$ cat src/rtl/fpu_writeback_arbiter.sv
// FP register-file write front end: per-unit result buffers, round-robin write port, pending-write scoreboard.
// Define FWB_FFLAGS_EN to add per-result IEEE exception flags and a sticky fflags_o accumulator.
module fpu_writeback_arbiter #(
   parameter int unsigned N_SRC  = 4,
   parameter int unsigned FREG_N = 32
) (
   input  logic                clk_i,
   input  logic                rst_i,
   input  logic                flush_i,
   input  logic [N_SRC-1:0]    src_valid_i,
   output logic [N_SRC-1:0]    src_ready_o,
   input  logic [N_SRC*5-1:0]  src_faddr_i,
   input  logic [N_SRC*32-1:0] src_fdata_i,
`ifdef FWB_FFLAGS_EN
   input  logic [N_SRC*5-1:0]  src_fflags_i,
   input  logic                fflags_clr_i,
   output logic [4:0]          fflags_o,
`endif
   input  logic                issue_set_i,
   input  logic [4:0]          issue_faddr_i,
   output logic [FREG_N-1:0]   busy_o,
   output logic                we_o,
   output logic [4:0]          w_faddr_o,
   output logic [31:0]         wr_fdata_o
);

   localparam int unsigned AW = 5;
   localparam int unsigned DW = 32;
   localparam int unsigned PW = (N_SRC > 1) ? $clog2(N_SRC) : 1;

   logic [N_SRC-1:0]  hold_valid_q, hold_valid_d;
   logic [AW-1:0]     hold_addr_q [N_SRC];
   logic [AW-1:0]     hold_addr_d [N_SRC];
   logic [DW-1:0]     hold_data_q [N_SRC];
   logic [DW-1:0]     hold_data_d [N_SRC];
   logic [PW-1:0]     rr_ptr_q, rr_ptr_d;
   logic              we_q, we_d;
   logic [AW-1:0]     waddr_q, waddr_d;
   logic [DW-1:0]     wdata_q, wdata_d;
   logic [FREG_N-1:0] busy_q, busy_d;

   logic [N_SRC-1:0]  grant;
   logic              any_gnt;
   logic [PW-1:0]     gnt_idx;
   int unsigned       idx;

`ifdef FWB_FFLAGS_EN
   logic [4:0] hold_flags_q [N_SRC];
   logic [4:0] hold_flags_d [N_SRC];
   logic [4:0] wflags_q, wflags_d;
   logic [4:0] fflags_q, fflags_d;
`endif

   // Round-robin search starting at rr_ptr, wrapping modulo N_SRC.
   always_comb begin
      grant   = '0;
      any_gnt = 1'b0;
      gnt_idx = '0;
      idx     = 0;
      for (int unsigned i = 0; i < N_SRC; i++) begin
         idx = 32'(rr_ptr_q) + i;
         if (idx >= N_SRC) idx = idx - N_SRC;
         if (!any_gnt && hold_valid_q[PW'(idx)]) begin
            any_gnt             = 1'b1;
            gnt_idx             = PW'(idx);
            grant[PW'(idx)]     = 1'b1;
         end
      end
   end

   // A granted slot can be refilled in the same cycle.
   assign src_ready_o = (rst_i || flush_i) ? '0 : (~hold_valid_q | grant);

   always_comb begin
      hold_valid_d = hold_valid_q;
      hold_addr_d  = hold_addr_q;
      hold_data_d  = hold_data_q;
      rr_ptr_d     = rr_ptr_q;
      we_d         = 1'b0;
      waddr_d      = waddr_q;
      wdata_d      = wdata_q;
      busy_d       = busy_q;
`ifdef FWB_FFLAGS_EN
      hold_flags_d = hold_flags_q;
      wflags_d     = wflags_q;
      fflags_d     = (fflags_clr_i ? 5'b0 : fflags_q) | (we_q ? wflags_q : 5'b0);
`endif

      if (any_gnt) begin
         we_d                  = 1'b1;
         waddr_d               = hold_addr_q[gnt_idx];
         wdata_d               = hold_data_q[gnt_idx];
         hold_valid_d[gnt_idx] = 1'b0;
         rr_ptr_d              = (gnt_idx == PW'(N_SRC - 1)) ? '0 : gnt_idx + PW'(1);
`ifdef FWB_FFLAGS_EN
         wflags_d              = hold_flags_q[gnt_idx];
`endif
      end

      for (int unsigned k = 0; k < N_SRC; k++) begin
         if (src_valid_i[PW'(k)] && src_ready_o[PW'(k)]) begin
            hold_valid_d[PW'(k)] = 1'b1;
            hold_addr_d[PW'(k)]  = src_faddr_i[k*AW +: AW];
            hold_data_d[PW'(k)]  = src_fdata_i[k*DW +: DW];
`ifdef FWB_FFLAGS_EN
            hold_flags_d[PW'(k)] = src_fflags_i[k*5 +: 5];
`endif
         end
      end

      // Set wins over a same-cycle clear of the same register.
      if (we_q) busy_d[waddr_q] = 1'b0;
      if (issue_set_i) busy_d[issue_faddr_i] = 1'b1;

      if (flush_i) begin
         hold_valid_d = '0;
         busy_d       = '0;
         we_d         = 1'b0;
         rr_ptr_d     = rr_ptr_q;
         waddr_d      = waddr_q;
         wdata_d      = wdata_q;
`ifdef FWB_FFLAGS_EN
         wflags_d     = wflags_q;
`endif
      end
   end

   always_ff @(posedge clk_i) begin
      if (rst_i) begin
         hold_valid_q <= '0;
         hold_addr_q  <= '{default: '0};
         hold_data_q  <= '{default: '0};
         rr_ptr_q     <= '0;
         we_q         <= 1'b0;
         waddr_q      <= '0;
         wdata_q      <= '0;
         busy_q       <= '0;
`ifdef FWB_FFLAGS_EN
         hold_flags_q <= '{default: '0};
         wflags_q     <= '0;
         fflags_q     <= '0;
`endif
      end else begin
         hold_valid_q <= hold_valid_d;
         hold_addr_q  <= hold_addr_d;
         hold_data_q  <= hold_data_d;
         rr_ptr_q     <= rr_ptr_d;
         we_q         <= we_d;
         waddr_q      <= waddr_d;
         wdata_q      <= wdata_d;
         busy_q       <= busy_d;
`ifdef FWB_FFLAGS_EN
         hold_flags_q <= hold_flags_d;
         wflags_q     <= wflags_d;
         fflags_q     <= fflags_d;
`endif
      end
   end

   assign we_o       = we_q;
   assign w_faddr_o  = waddr_q;
   assign wr_fdata_o = wdata_q;
   assign busy_o     = busy_q;
`ifdef FWB_FFLAGS_EN
   assign fflags_o   = fflags_q;
`endif

endmodule

$ cat config.mk
export PLATFORM = sky130hd
export DESIGN_NAME = fpu_writeback_arbiter
export DESIGN_NICKNAME = d
export VERILOG_FILES = /design/src/rtl/fpu_writeback_arbiter.sv
export SDC_FILE = /design/constraint.sdc
export NUM_CORES = 1
export LEC_CHECK = 0
export CAP_MARGIN = 25
export CORE_UTILIZATION = 54
export DETAILED_ROUTE_END_ITERATION = 7
export HOLD_SLACK_MARGIN = 0.15
export PLACE_DENSITY = 0.92
export SYNTH_ARGS = -nofsm -noshare
export SYNTH_HDL_FRONTEND = slang
export SYNTH_SLANG_ARGS = --single-unit
$ cat constraint.sdc
create_clock -name clk_i -period 5.14 [get_ports clk_i]
set_input_delay 0.514 -clock clk_i [delete_from_list [all_inputs] [get_ports clk_i]]
set_output_delay 0.514 -clock clk_i [all_outputs]
set_load 0.02 [all_outputs]
==> flow_summary.toml <==
[power_and_ir_drop]
p_per_area_mw_per_mm2 = 320
irDropWorstVdd_mv = 0.238
p_leak_nw = 4.71

[hold_path]
hp-class = "reg -> reg"
whs_endpoint = "busy_o[11]"
hold_path.startpoint = "busy_o[11]"
min_path_cells = 2

[cts]
cts-root-buf = "clkbuf_16"
clk_pin_slew_worst_paths_ns = 0.06
cts_buffer_depth = 3
cts_setup_buffers = 0
cts_tree = "yes"
clkLatencyLatePin_ns = 0.52
hold_buffers = 0
ctsResizeCount = 0
htreeDepth = 1
cts.sinks = 224
cts_buffers = 23

[critical_path]
worstSetupStartpointType = "register"
cp.arrival_ns = 3.50
cp.required_ns = 4.63
timing.rr.start = "rr_ptr_q[1]"
reg2reg_depth = 9
ff2ff_setup_slack_ns = 1.62
cp-end-kind = "output port"
cp_max_fo = 10
regToRegEndpoint = "hold_data_q[73]"
worstSetupPathType = "reg -> out"

[yosys]
ys_seq_area_share_pct = 45.0
ys_async_sr_fraction_pct = 0
avgSynthCellArea_sq_um = 9.24
yosysUniqueCellTypes = 54
ys_seq_elements = 224
synth_cells = 1079
synthFlopType = "dfxtp_1"
synth.cell_area_sq_mm = 0.00997
synth_edf_count = 0
syn_nets = 1250
yosysWarnings = 0

[sta]
fin_crit_sh_pct = 78.1
setup_violations = 0
fin_skew_ns = 0.0146
fmax_mhz = 249
slew_violations = 0
fin_crit_ns = 4.02
relSlewSlack_pct = 29.1
finalSetupTns_ns = 0
hold_viol = 0
worstMarginPinSlew_ns = 1.06
rsz0062_at_grt = "no"

[die]
die_h_microns = 138
core-area_sq_mm = 0.0180
io_pins = 235
initial_utilization_pct = 55.3
row_count = 49
dieWidth_microns = 138
die-area_sq_mm = 0.0190

[layout]
drive_gt1_share_pct = 6.07
area_delta_synth_final_pct = 30.7
nets = 1438
final_core_util_pct = 72.3

[route]
wl_per_cell_microns = 20.1
vias_per_cell = 6.13
drc_errors = 0
drtIter0Drc = 852
drt_pre_antenna_iters = 5
wl_mm = 30.4
num_vias = 9281
drt.antenna.violating_nets = 0

[place]
post-dp-hpwl_mm = 19.9
io_buffers = 234
place.gp.congestion = 0.913

[flow_run]
maxCapViolations = 0

[outcome]
outcome = "finished, final reports clean"

[global_routing]
grtUsageTotal_pct = 31.3
grt_pass1_wl_mm = 46.2
antenna_found_initial = 1
grt_overflow = 0
grt_pass1_vias = 8883
grt_start_max_net_pins = 85
-- cells in the mapped netlist, types with 6 or more instances --
| cell type | n | area share [%] |
|---|---|---|
| o2111ai_1 | 10 | 0.88 |
| buf_2 | 13 | 0.65 |
| a31oi_1 | 9 | 0.56 |
| buf_6 | 6 | 0.68 |
| nand3_1 | 55 | 2.8 |
| o21ai_1 | 30 | 1.5 |
| nor2_1 | 160 | 6.0 |
| ha_1 | 10 | 1.3 |
| or3_1 | 11 | 0.69 |
| nand2_1 | 56 | 2.1 |
| a211o_1 | 26 | 2.3 |
| nand3b_1 | 7 | 0.53 |
| o21ai_0 | 59 | 3.0 |
| mux2i_1 | 173 | 17 |
| a21oi_1 | 87 | 4.4 |
| o221ai_1 | 10 | 0.88 |
| clkbuf_1 | 50 | 1.9 |
| dfxtp_1 | 224 | 45 |
| buf_12 | 6 | 1.2 |
| inv_1 | 10 | 0.38 |
-- metrics by stage --
stage | cell area, sq um | worst slack (ns) | hold WS, ns | cells | total power, mW
floorplan | 9970 | 2.03 | 0.453 | 1079 | 2.25
global placement | 12200 | 1.55 | 0.448 | 1467 | 2.48
detailed placement | 12200 | 1.67 | 0.460 | 1468 | 2.50
CTS | 13000 | 1.18 | 0.480 | 1510 | 4.15
global route | 13000 | 0.970 | 0.498 | 1514 | 4.29
finish | 13000 | 1.12 | 0.476 | 1514 | 4.16
-- area by class of cell --
cell class	count	area [sq um]
fillers	1279	4990
multi-input cells	757	4970
flip-flops and latches	224	4480
clock buffers	30	632
well taps	229	287
clock inverters	12	129
repair buffers	249	2480
diodes	1	2.50
inverters	12	46.3
-- report_power, final --
group          internal, mW  leakage (nW)  total (mW)  switching (mW)
combinational         0.277          2.51       0.653           0.376
clock                 0.976         0.383        1.68           0.700
sequential             1.79          1.82        1.84          0.0449
-- layer usage --
layer / track usage, % / routed length, microns / vias up
li1: - / - / 4204
met1: 39.5 / 11500 / 4392
met2: 51.9 / 14600 / 582
met3: 5.37 / 3060 / 103
met4: 14.6 / 1260 / 0
met5: 0 / 0 / -
-- kinds of logic after synthesis --
logic type,count (synthesis),share of synthesized area [%]
AO/OA/AOI/OAI,253,15.6
adder cells (fa/ha/maj),10,1.25
buffers and inverters,98,5.82
flip-flops,224,45.0
multiplexers,177,18.2
AND/OR/NAND/NOR,317,14.2
-- sequential cells by signal, indices dropped and copies added (netlist names) --
register and flops:
rr_ptr_q 2, busy_o 32, hold_data_q 128, hold_valid_q 4, w_faddr_o 5, we_o 1
hold_addr_q 20, wr_fdata_o 32
-- critical path, stage by stage (launching register included) --
cell             delay, ns
dfxtp_1               0.53
inv_1                 0.16
ha_1                  0.49
mux4_2                0.43
nor2b_4               0.26
nand3_1               0.19
a31oi_1               0.27
clkdlybuf4s50_1       0.64
-- placed cells by master (no fill, tap or decap), types with 7 or more instances in the layout --
| cell type | netlist | final |
|---|---|---|
| o221ai_1 | 10 | 10 |
| o21ai_0 | 59 | 59 |
| clkinv_2 | 1 | 9 |
| ha_1 | 10 | 10 |
| clkbuf_16 | 0 | 23 |
| nor2_1 | 160 | 159 |
| inv_1 | 10 | 10 |
| buf_4 | 5 | 12 |
| nand3b_1 | 7 | 7 |
| mux2i_1 | 173 | 173 |
| o21ai_1 | 30 | 29 |
| a211o_1 | 26 | 26 |
| o2111ai_1 | 10 | 10 |
| dfxtp_1 | 224 | 224 |
| or3_1 | 11 | 11 |
| clkdlybuf4s50_1 | 0 | 233 |
| a31oi_1 | 9 | 8 |
| nand2_1 | 56 | 55 |
| a21oi_1 | 87 | 87 |
| nand3_1 | 55 | 55 |
-- worst max path at each step --
stage | slack, ns | endpoint | startpoint | cells past startpoint
final | 1.12 | src_ready_o[3] | rr_ptr_q[1] | 7
after global routing | 0.97 | src_ready_o[3] | rr_ptr_q[1] | 7
after CTS | 1.18 | src_ready_o[3] | rr_ptr_q[1] | 7
after detailed placement | 1.67 | hold_data_q[80] | rr_ptr_q[1] | 9
after global placement | 1.55 | wr_fdata_o[21] | rst_i | 7
after floorplan | 2.03 | src_ready_o[3] | rr_ptr_q[0] | 10
Power figures use the tool's default switching activity.
